<file path="src/rtl/calc_sequencer_pkg.sv">
// Shared definitions for the calculator sequencer: opcodes, instruction layout, NOP and FSM states.
package calc_pkg;

    localparam int INSTR_W  = 11;
    localparam int CTRL_LSB = 8;
    localparam int RD_LSB   = 6;
    localparam int WE_LSB   = 4;
    localparam int IMM_LSB  = 0;

    localparam logic [2:0] OP_AND = 3'b000;
    localparam logic [2:0] OP_ADD = 3'b010;
    localparam logic [2:0] OP_SUB = 3'b110;

    // r0 = r0 + 0: leaves every calculator register untouched
    localparam logic [INSTR_W-1:0] INSTR_NOP = {OP_ADD, 2'b00, 2'b00, 4'b0000};

    typedef enum logic [1:0] {
        ST_IDLE = 2'd0,
        ST_RUN  = 2'd1,
        ST_DONE = 2'd2
    } seq_state_e;

endpackage

</file>
<file path="src/rtl/calc_sequencer_if.sv">
// Instruction port between the sequencer (master) and one calculator (slave).
interface calc_sequencer_if;
    logic [1:0]        rd_addr;
    logic [1:0]        we_addr;
    logic [2:0]        control;
    logic signed [3:0] immediate;
    logic signed [3:0] rd_data;

    modport master (output rd_addr, output we_addr, output control, output immediate, input rd_data);
    modport slave  (input rd_addr, input we_addr, input control, input immediate, output rd_data);
endinterface

</file>
<file path="src/rtl/calc_prog_mem.sv">
// Program store: DEPTH x INSTR_W words, synchronous write, asynchronous read.
module calc_prog_mem
    import calc_pkg::*;
#(
    parameter int DEPTH  = 16,
    parameter int ADDR_W = 4
) (
    input  logic               clk,
    input  logic               we_i,
    input  logic [ADDR_W-1:0]  waddr_i,
    input  logic [INSTR_W-1:0] wdata_i,
    input  logic [ADDR_W-1:0]  raddr_i,
    output logic [INSTR_W-1:0] rdata_o
);

    logic [INSTR_W-1:0] mem_q [DEPTH];

    always_ff @(posedge clk) begin
        if (we_i) begin
            mem_q[waddr_i] <= wdata_i;
        end
    end

    assign rdata_o = mem_q[raddr_i];

endmodule

</file>
<file path="src/rtl/calc_sequencer.sv">
// Replays a loaded program into a calculator, one instruction per clock.
// Optional CALC_SEQ_LOOP_EN adds loop_cnt: the program is repeated loop_cnt+1 times back to back.
module calc_sequencer
    import calc_pkg::*;
#(
    parameter int DEPTH  = 16,
    parameter int ADDR_W = 4
) (
    input  logic                clk,
    input  logic                reset,
    input  logic                prog_we,
    input  logic [ADDR_W-1:0]   prog_addr,
    input  logic [INSTR_W-1:0]  prog_data,
    input  logic [ADDR_W:0]     prog_len,
    input  logic                start,
`ifdef CALC_SEQ_LOOP_EN
    input  logic [3:0]          loop_cnt,
`endif
    output logic                busy,
    output logic                done,
    output logic signed [3:0]   last_result,
    calc_sequencer_if.master    calc
);

    localparam logic [ADDR_W:0] DEPTH_L = (ADDR_W+1)'(DEPTH);

    seq_state_e         state_q;
    logic [ADDR_W-1:0]  pc_q;
    logic [ADDR_W:0]    len_q;
    logic signed [3:0]  last_result_q;

    logic [ADDR_W:0]    len_clamped;
    logic               last_slot;
    logic               pass_again;
    logic               mem_we;
    logic [INSTR_W-1:0] cur_instr;
    logic [INSTR_W-1:0] issued_instr;

    // Writes are only accepted while idle so a running program never changes under the pc
    assign mem_we = prog_we && (state_q == ST_IDLE);

    calc_prog_mem #(
        .DEPTH  (DEPTH),
        .ADDR_W (ADDR_W)
    ) u_prog_mem (
        .clk     (clk),
        .we_i    (mem_we),
        .waddr_i (prog_addr),
        .wdata_i (prog_data),
        .raddr_i (pc_q),
        .rdata_o (cur_instr)
    );

    assign len_clamped = (prog_len > DEPTH_L) ? DEPTH_L : prog_len;
    assign last_slot   = ({1'b0, pc_q} == (len_q - (ADDR_W+1)'(1)));

`ifdef CALC_SEQ_LOOP_EN
    logic [3:0] loop_q;
    assign pass_again = (loop_q != 4'd0);
`else
    assign pass_again = 1'b0;
`endif

    always_ff @(posedge clk) begin
        if (reset) begin
            state_q       <= ST_IDLE;
            pc_q          <= '0;
            len_q         <= '0;
            last_result_q <= '0;
`ifdef CALC_SEQ_LOOP_EN
            loop_q        <= '0;
`endif
        end else begin
            case (state_q)
                ST_IDLE: begin
                    if (start) begin
                        pc_q    <= '0;
                        len_q   <= len_clamped;
`ifdef CALC_SEQ_LOOP_EN
                        loop_q  <= loop_cnt;
`endif
                        state_q <= (len_clamped == '0) ? ST_DONE : ST_RUN;
                    end
                end
                ST_RUN: begin
                    if (last_slot) begin
                        pc_q <= '0;
                        if (pass_again) begin
`ifdef CALC_SEQ_LOOP_EN
                            loop_q <= loop_q - 4'd1;
`endif
                        end else begin
                            // rd_data is what the calculator reads for the final instruction
                            last_result_q <= calc.rd_data;
                            state_q       <= ST_DONE;
                        end
                    end else begin
                        pc_q <= pc_q + 1'b1;
                    end
                end
                ST_DONE: begin
                    state_q <= ST_IDLE;
                end
                default: begin
                    state_q <= ST_IDLE;
                end
            endcase
        end
    end

    // The calculator commits every edge, so anything but RUN must present the NOP
    assign issued_instr = (state_q == ST_RUN) ? cur_instr : INSTR_NOP;

    assign calc.control   = issued_instr[CTRL_LSB +: 3];
    assign calc.rd_addr   = issued_instr[RD_LSB +: 2];
    assign calc.we_addr   = issued_instr[WE_LSB +: 2];
    assign calc.immediate = issued_instr[IMM_LSB +: 4];

    assign busy        = (state_q == ST_RUN);
    assign done        = (state_q == ST_DONE);
    assign last_result = last_result_q;

endmodule

</file>
<file path="src/flat_wrapper.sv">
// flat-port wrapper written by rule: the top's interface ports become plain ports
module calc_sequencer_flat import calc_pkg::*;
#(
    parameter int DEPTH  = 16,
    parameter int ADDR_W = 4
)
  (clk, reset, prog_we, prog_addr, prog_data, prog_len, start, busy, done, last_result, calc_rd_addr, calc_we_addr, calc_control, calc_immediate, calc_rd_data);
  calc_sequencer_if calc_i ();
  input  logic clk;
  input  logic reset;
  input  logic prog_we;
  input  logic [ADDR_W-1:0] prog_addr;
  input  logic [INSTR_W-1:0] prog_data;
  input  logic [ADDR_W:0] prog_len;
  input  logic start;
  output logic busy;
  output logic done;
  output logic signed [3:0] last_result;
  output wire logic [$bits(calc_i.rd_addr)-1:0] calc_rd_addr;
  output wire logic [$bits(calc_i.we_addr)-1:0] calc_we_addr;
  output wire logic [$bits(calc_i.control)-1:0] calc_control;
  output wire logic [$bits(calc_i.immediate)-1:0] calc_immediate;
  input wire logic [$bits(calc_i.rd_data)-1:0] calc_rd_data;
  assign calc_rd_addr = calc_i.rd_addr;
  assign calc_we_addr = calc_i.we_addr;
  assign calc_control = calc_i.control;
  assign calc_immediate = calc_i.immediate;
  assign calc_i.rd_data = calc_rd_data;
  calc_sequencer #(.DEPTH(DEPTH), .ADDR_W(ADDR_W)) u_core (.clk(clk), .reset(reset), .prog_we(prog_we), .prog_addr(prog_addr), .prog_data(prog_data), .prog_len(prog_len), .start(start), .busy(busy), .done(done), .last_result(last_result), .calc(calc_i));
endmodule
</file>
<file path="config.mk">
export PLATFORM = sky130hd
export DESIGN_NAME = calc_sequencer_flat
export DESIGN_NICKNAME = d
export VERILOG_FILES = /design/src/rtl/calc_sequencer_pkg.sv /design/src/rtl/calc_sequencer_if.sv /design/src/rtl/calc_prog_mem.sv /design/src/rtl/calc_sequencer.sv /design/src/flat_wrapper.sv
export SDC_FILE = /design/constraint.sdc
export NUM_CORES = 1
export LEC_CHECK = 0
export BUFFER_PORTS_ARGS = -buffer_cell sky130_fd_sc_hd__buf_4
export CAP_MARGIN = 20
export CORE_UTILIZATION = 54
export DETAILED_ROUTE_END_ITERATION = 10
export GPL_TIMING_DRIVEN = 0
export PLACE_DENSITY = 0.75
export SLEW_MARGIN = 40
export SYNTH_ARGS = -nofsm -noshare
export SYNTH_HDL_FRONTEND = slang
export SYNTH_SLANG_ARGS = --single-unit
</file>
<file path="constraint.sdc">
create_clock -name clk -period 2.1 [get_ports clk]
set_input_delay 0.21 -clock clk [delete_from_list [all_inputs] [get_ports clk]]
set_output_delay 0.21 -clock clk [all_outputs]
set_load 0.02 [all_outputs]
</file>
==> summary.md, run 1 <==
| Metric | Value |
|---|---|
| Final Cycle Share | 125.7% |
| Setup crit end kind | output port |
| Row cnt | 43 |
| Post-DP HPWL | 9315 um |
| Routed length on met3 | 1088 um |
| Synth Instances | 374 |
| GP Congestion | 0.7607 |
| Critical Path, Cell by Cell | buf_12 -> buf_12 -> buf_12 -> mux4_2 -> mux4_2 -> and2_4 -> buf_6 |
| Die X | 120.7 um |
| Total overflow reported by the global router | 0 |
| Max-slew violations | 0 |
| Port Buf Inserts | 43 |
| Clock skew | 0.009757 ns |
| Initial antenna violation count | 0 |
| H-tree depth | 4 |
| Failing checks | negative setup slack |
| Vias | 3946 |
| Crit path max fanout | 6 |
| WL met2 | 8678 um |
| Number of global-route vias before repair | 3926 |
| Floorplan core area | 13830 sq um |
| Via/cell ratio | 6.090 |
| Crit path buffers/inverters | 4 |
| Crit Path Class | reg2out |
| Post-Syn Area | 7606 sq um |
| DR WL/cell | 25.38 um |
| Mapped Avg Cell Area | 20.34 sq um |
| Compound-Gate Fraction of Synth Area | 1.464% |
| Clock latency on the worst-skew pair | 0.43 ns |
| First-pass GRT wire length | 23140 um |
| Final Hold Vio Count | 0 |
| DR top layer | met4 |
| Nets | 485 |
| Outcome | finished with violations |
| Final min period | 2.640 ns |
| Fin cells | 648 |
| Synth Net Count | 404 |
| MaxCap Viol Count | 0 |
| CTS tree | done |
| Largest family of logic cells by synthesized area | multiplexers |
| Distinct cell type count after synthesis | 36 |
| Inserted Clock Buffers | 17 |
| Yosys warning total | 0 |
| Pleak | 3.016 nW |
| Setup_tns | -5.693 ns |
| Share of layout cells above drive strength 1 | 42.31% |
| Cell area after placement | 8254 sq um |
| Clk root buf | clkbuf_16 |
| Largest net degree at the start of global routing | 19 |
| CP delay by family, top | multiplexers |
| CTS clk-pin slew, worst paths | 0.07 ns |
| P per Cell Area | 878.9 nW/um^2 |
| Total track usage | 23.41% |
| Synth Area in XOR/XNOR | 0.6909% |
| Post-synthesis register bit count | 195 |
| Most used cell, CP | buf_12 |
| Worst Tran Pin Value | 0.7898 ns |
| Endpoints failing setup | 11 |
| Cells after DPL | 603 |
| Simple-Gate Fraction of Synth Area | 4.951% |
| Post-Synth Adder-Cell Area | 0.3290% |
| TritonRoute pass-1 iters | 5 |
| I/O Pins | 45 |
| Total Wirelength | 16440 um |
| Die ar. | 14560 sq um |
| Number of inserted diodes | 0 |
| Req. time, crit path | 1.89 ns |
| Die Y | 120.7 um |
| Worst hold path type | in2reg |
| Starting Density | 55.01% |
| Clk sinks | 195 |
| Antenna-violating nets left | 0 |
| Slew headroom | 47.29% |
| Commonest cells after routing, fill and taps aside | 176 x edfxtp_1, 54 x mux4_2, 40 x buf_4, 17 x clkbuf_16, 16 x dfxtp_1 |
| Final setup margin | -0.5403 ns |
| Mux contribution to synthesized area | 16.80% |
| Fmax | 378.7 MHz |
| Unrepaired setup endpoints after global routing | yes |
| Crit path launch type | register |
| Crit path max-delay cell type | mux4_2 |
| Commonest non-fill, non-tap cell in the layout | edfxtp_1 |
| Initial DRC count | 460 |
| Fin area | 9344 sq um |
| Sequential fraction of the synthesis area | 74.49% |
| Max incr delay on CP | 0.49 ns |
| Max IR drop VDD | 578.5 uV |
| Max clock buf depth | 2 |
| DRT met1 WL | 6308 um |
| Layout area overhead | 22.85% |
| DR DRC count | 0 |
| Worst EP arrival | 2.43 ns |
synthesized netlist by cell type (all sizes together):
cell     count  area [sq um]
clkbuf      10         37.54
nor2b        1         6.260
o21ai        2         10.01
mux2i        5         50.05
or4          1         7.510
buf          7         48.80
o211a        1         10.01
and2        11         68.82
o31ai        2         15.01
nor2        21         78.83
o21ba        1         10.01
nand4b       4         35.03
inv          3         11.26
nand3b       4         30.03
xor2         2         17.52
mux2         1         11.26
nand2       15         56.30
o2111ai      1         8.760
mux4        54          1216
xnor2        4         35.03
or3          1         6.260
a31oi        1         6.260
dfxtp       19         380.4
a221oi       1         8.760
o211ai       1         7.510
nand4        1         6.260
ha           2         25.02
nand3        5         25.02
nor3         6         30.03
nor3b        1         7.510
nand2b       3         18.77
a21oi        7         35.03
edfxtp     176          5285
logic make-up after synthesis:
logic type	Yosys count
DFF	195
buffers and inverters	20
and+or+nand+nor	74
AOI/OAI and AO/OA	17
xor gates and xnor gates	6
adders and majority gates	2
muxes	60
final cells by class:
type / instances / area, sq um
buffer: 16 / 171.4
clock buffer: 17 / 425.4
clock inverter: 15 / 171.4
fill: 857 / 4483
inverter: 3 / 11.26
multi-input combinational: 159 / 2033
sequential: 195 / 5669
tap: 180 / 225.2
timing repair buffer: 63 / 636.9
metrics by stage:
stage | hold slack [ns] | worst slack [ns] | power (mW) | utilization [%]
floorplan | 0.3089 | 0.01617 | 4.698 | -
global placement | 0.4423 | -0.8484 | 4.879 | 59.01
detailed placement | 0.4549 | -0.6536 | 4.909 | 59.70
CTS | 0.004265 | -0.5609 | 8.215 | 66.52
global route | 0.01382 | -0.5988 | 8.437 | 67.58
finish | 0.02053 | -0.5403 | 8.213 | 67.58
worst paths after layout:
path                                                 endpoint  depth (start not counted)         startpoint  slack [ns]
worst max-delay path                          calc_rd_addr[1]                          7           register       -0.54
worst max register to register  u_core.u_prog_mem.mem_q[6][2]                          3  u_core.state_q[0]        0.06
worst min register to register                u_core.len_q[0]                          2    u_core.len_q[0]        0.49
worst min-delay path                    u_core.last_result[0]                          3    calc_rd_data[0]        0.02
flip-flops by register name (all words and copies together) (netlist names), named ones only:
signal / flops
u_core.u_prog_mem.mem_q: 176
u_core.len_q: 5
u_core.last_result: 4
u_core.pc_q: 4
u_core.state_q: 2
power by group:
group	switching [mW]	internal, mW
logic	0.332	0.347
registers	0.0266	4.28
clock network	1.44	1.79
timing repair:
item / CTS / global route
hold endpoints to repair: 1 / 0
setup buffers: 7 / 4
hold buffers: 1 / 0
resized for setup: 59 / 14
pin swaps: 5 / 4
cloned: 2 / 0
endpoints found under the setup margin: 64 / 147
routing by layer:
layer  GRT usage, %  up-vias
li1               -     1696
met1          30.45     2074
met2          38.11      151
met3          4.953       25
met4          11.11        0
met5              0        -
tightest hold or removal path: cells and delay by family:
| family | cells | cell delay, ns |
|---|---|---|
| buf+inv | 1 | 0.08 |
| simple gates | 1 | 0.07 |
| mux | 1 | 0.05 |
Power figures use the tool's default switching activity.
==> run 2: changes to the inputs <==
--- a/config.mk
+++ b/config.mk
@@ -5,12 +5,13 @@
 export SDC_FILE = /design/constraint.sdc
 export NUM_CORES = 1
 export LEC_CHECK = 0
-export BUFFER_PORTS_ARGS = -buffer_cell sky130_fd_sc_hd__buf_4
 export CAP_MARGIN = 20
-export CORE_UTILIZATION = 54
+export CELL_PAD_IN_SITES_DETAIL_PLACEMENT = 0
+export CELL_PAD_IN_SITES_GLOBAL_PLACEMENT = 2
+export CORE_UTILIZATION = 44
 export DETAILED_ROUTE_END_ITERATION = 10
-export GPL_TIMING_DRIVEN = 0
-export PLACE_DENSITY = 0.75
+export DONT_BUFFER_PORTS = 1
+export PLACE_DENSITY = 0.74
 export SLEW_MARGIN = 40
 export SYNTH_ARGS = -nofsm -noshare
 export SYNTH_HDL_FRONTEND = slang
==> summary.md, run 2 (synthesis results as in run 1) <==
| Metric | Value |
|---|---|
| Outcome | finished with violations |
| Failing checks | negative setup slack |
| Max-slew violations | 0 (unchanged) |
| Die ar. | 17820 sq um (+22%) |
| Total track usage | 18.95% (-4.5 points) |
| Max clock buf depth | 2 (unchanged) |
| Crit Path Class | reg2out |
| Setup_tns | -3.663 ns (+2.030 ns) |
| P per Cell Area | 898.6 nW/um^2 (+2.2%) |
| Largest net degree at the start of global routing | 44 (+25) |
| Final min period | 2.478 ns (-0.1625 ns) |
| Commonest non-fill, non-tap cell in the layout | edfxtp_1 |
| Sequential Area | 5670 sq um (about the same) |
| Clock skew | 0.01006 ns (+0.0003059 ns) |
| H-tree depth | 4 (unchanged) |
| Antenna-violating nets left | 0 (unchanged) |
| Pint | 6.534 mW (+1.9%) |
| DR DRC count | 0 (unchanged) |
| Die X | 133.5 um (+11%) |
| Fin cells | 668 (+3.1%) |
| Row cnt | 47 (+9.3%) |
| Vias | 3748 (-5.0%) |
| Inserted Clock Buffers | 17 (unchanged) |
| Req. time, crit path | 1.89 ns (about the same) |
| Crit path max fanout | 8 (+2) |
| DR WL/cell | 23.06 um (-9.1%) |
| R2R Path Start | u_core.len_q[1] |
| Final Cycle Share | 118.0% (-7.7 points) |
| Initial antenna violation count | 0 (unchanged) |
| Max FFs per register | 176 (unchanged) |
| WHS Path Cells | 2 (-1) |
| Die Y | 133.5 um (+11%) |
| Worst EP arrival | 2.27 ns (-0.16 ns) |
| Crit path launch type | register |
| Net Switching | 1.605 mW (-11%) |
| Share of layout cells above drive strength 1 | 30.58% (-12 points) |
| Slew headroom | 57.85% (+11 points) |
| Filler cells | 1305 (+52%) |
| CTS tree | done |
| Reg with most FFs | u_core.u_prog_mem.mem_q |
| Initial DRC count | 290 (-37%) |
| Clock latency on the worst-skew pair | 0.43 ns (about the same) |
| Worst hold endpoint | u_core.state_q[1] |
| Post-DP HPWL | 9086 um (-2.5%) |
| Fmax | 403.6 MHz (+6.6%) |
| Number of global-route vias before repair | 3939 (+0.33%) |
| Comb pwr share | 6.7% (-1.6 points) |
| CTS clk-pin slew, worst paths | 0.06 ns (about the same) |
| Multi-input gate area | 1906 sq um (-6.3%) |
| Clk root buf | clkbuf_16 |
| Clk sinks | 195 (unchanged) |
| Endpoints failing setup | 11 (unchanged) |
| Starting Density | 45.38% (-9.6 points) |
| MaxCap Viol Count | 0 (unchanged) |
| I/O Pins | 45 (unchanged) |
| R2R Setup Slk | 0.16 ns (+0.10 ns) |
| Cells after DPL | 607 (+0.66%) |
| Unrepaired setup endpoints after global routing | yes |
| Max IR drop VDD | 642.1 uV (+11%) |
| Total Wirelength | 15400 um (-6.3%) |
| Clock power frac | 40.4% (+1.1 points) |
| Total overflow reported by the global router | 0 (unchanged) |
| Port Buf Inserts | 0 (-100%) |
| Pleak | 2.863 nW (-5.1%) |
| Seq pwr share | 53.0% (+0.6 points) |
| Top Registers | u_core.u_prog_mem.mem_q x176, u_core.len_q x5 |
| Nets | 465 (-4.1%) |
| Via/cell ratio | 5.611 (-7.9%) |
| TritonRoute pass-1 iters | 4 (-1) |
| Fin Hold WS | 0.03798 ns (+0.01745 ns) |
| Hold Path Origin | prog_len[2] |
| Floorplan core area | 16760 sq um (+21%) |
| Switching Fraction | 19.72% (-2.2 points) |
| Final setup margin | -0.3779 ns (+0.1625 ns) |
| Setup crit end kind | output port |
| First-pass GRT wire length | 23380 um (+1.0%) |
| Reg2reg path depth | 7 (+4) |
| Overall Power | 8.138 mW (-0.91%) |
| Pre-CTS WS | 0.01079 ns (+0.6644 ns) |
| Worst Tran Pin Value | 0.6301 ns (-0.1596 ns) |
| Commonest cells after routing, fill and taps aside | 176 x edfxtp_1, 54 x mux4_2, 26 x buf_4, 25 x dlygate4sd3_1, 21 x nor2_1 |
| Final Hold Vio Count | 0 (unchanged) |
| Number of inserted diodes | 0 (unchanged) |
| Worst hold path type | in2reg |
| GP Congestion | 0.7163 (-5.8%) |
| Layout area overhead | 19.07% |
-- run 2: cell types whose count changed in the layout (fill, tap and decap cells not counted), moves of 3 or more --
cell / before / now
inv_6: 3 / 0
inv_8: 3 / 0
buf_4: 40 / 26
nor2_1: 8 / 21
buf_12: 11 / 5
nor2_2: 4 / 0
buf_6: 13 / 2
dlygate4sd3_1: 1 / 25
nor2_4: 9 / 0
-- run 2: repair_timing --
action / CTS / global route
cloned: 1 / 1
hold buffers: 25 / 0
gates resized for setup: 13 / 20
buffers inserted: 4 / 0
endpoints found under the setup margin: 11 / 21
endpoints found under the hold margin: 195 / 0
-- run 2: worst max-delay path by stage --
stage	from	to
global route	register	calc_we_addr[1]
finish	register	calc_we_addr[1]
CTS	register	calc_rd_addr[1]
detailed placement	register	calc_we_addr[1]
floorplan	register	calc_control[0]
global placement	register	calc_we_addr[1]
-- run 2: per-layer routing --
metal / routed length, um / GRT usage, %
met1: 6409 / 25.27
met2: 7719 / 29.51
met3: 964 / 4.414
met4: 308 / 9.280
met5: 0 / 0
-- run 2: critical path: stages, from the launching register on --
cell     delay, ns
dfxtp_4       0.45
buf_12        0.17
mux4_2        0.50
mux4_2        0.50
and2_4        0.20
-- run 2: through the flow --
stage,util [%],instance area (sq um)
2_1_floorplan,-,7611
3_5_place_dp,48.21,8080
5_1_grt,54.04,9056
3_3_place_gp,48.21,8080
4_1_cts,53.85,9025
6_report,54.04,9056
-- run 2: area by class of cell --
type,instances,area share [%]
tap,220,3.040
sequential,195,62.61
timing repair buffer,59,6.549
clock inverter,11,1.768
clock buffer,21,4.863
inverter,3,0.1243
multi-input combinational,159,21.04
-- run 2: power groups by stage --
stage                     registers, mW  logic, mW  clock network, mW
final                              4.31      0.542               3.29
after global routing               4.31      0.587               3.51
after CTS                          4.31      0.540               3.35
after detailed placement           4.39      0.417                  0
after global placement             4.39      0.412                  0
after floorplan                    4.38      0.318                  0
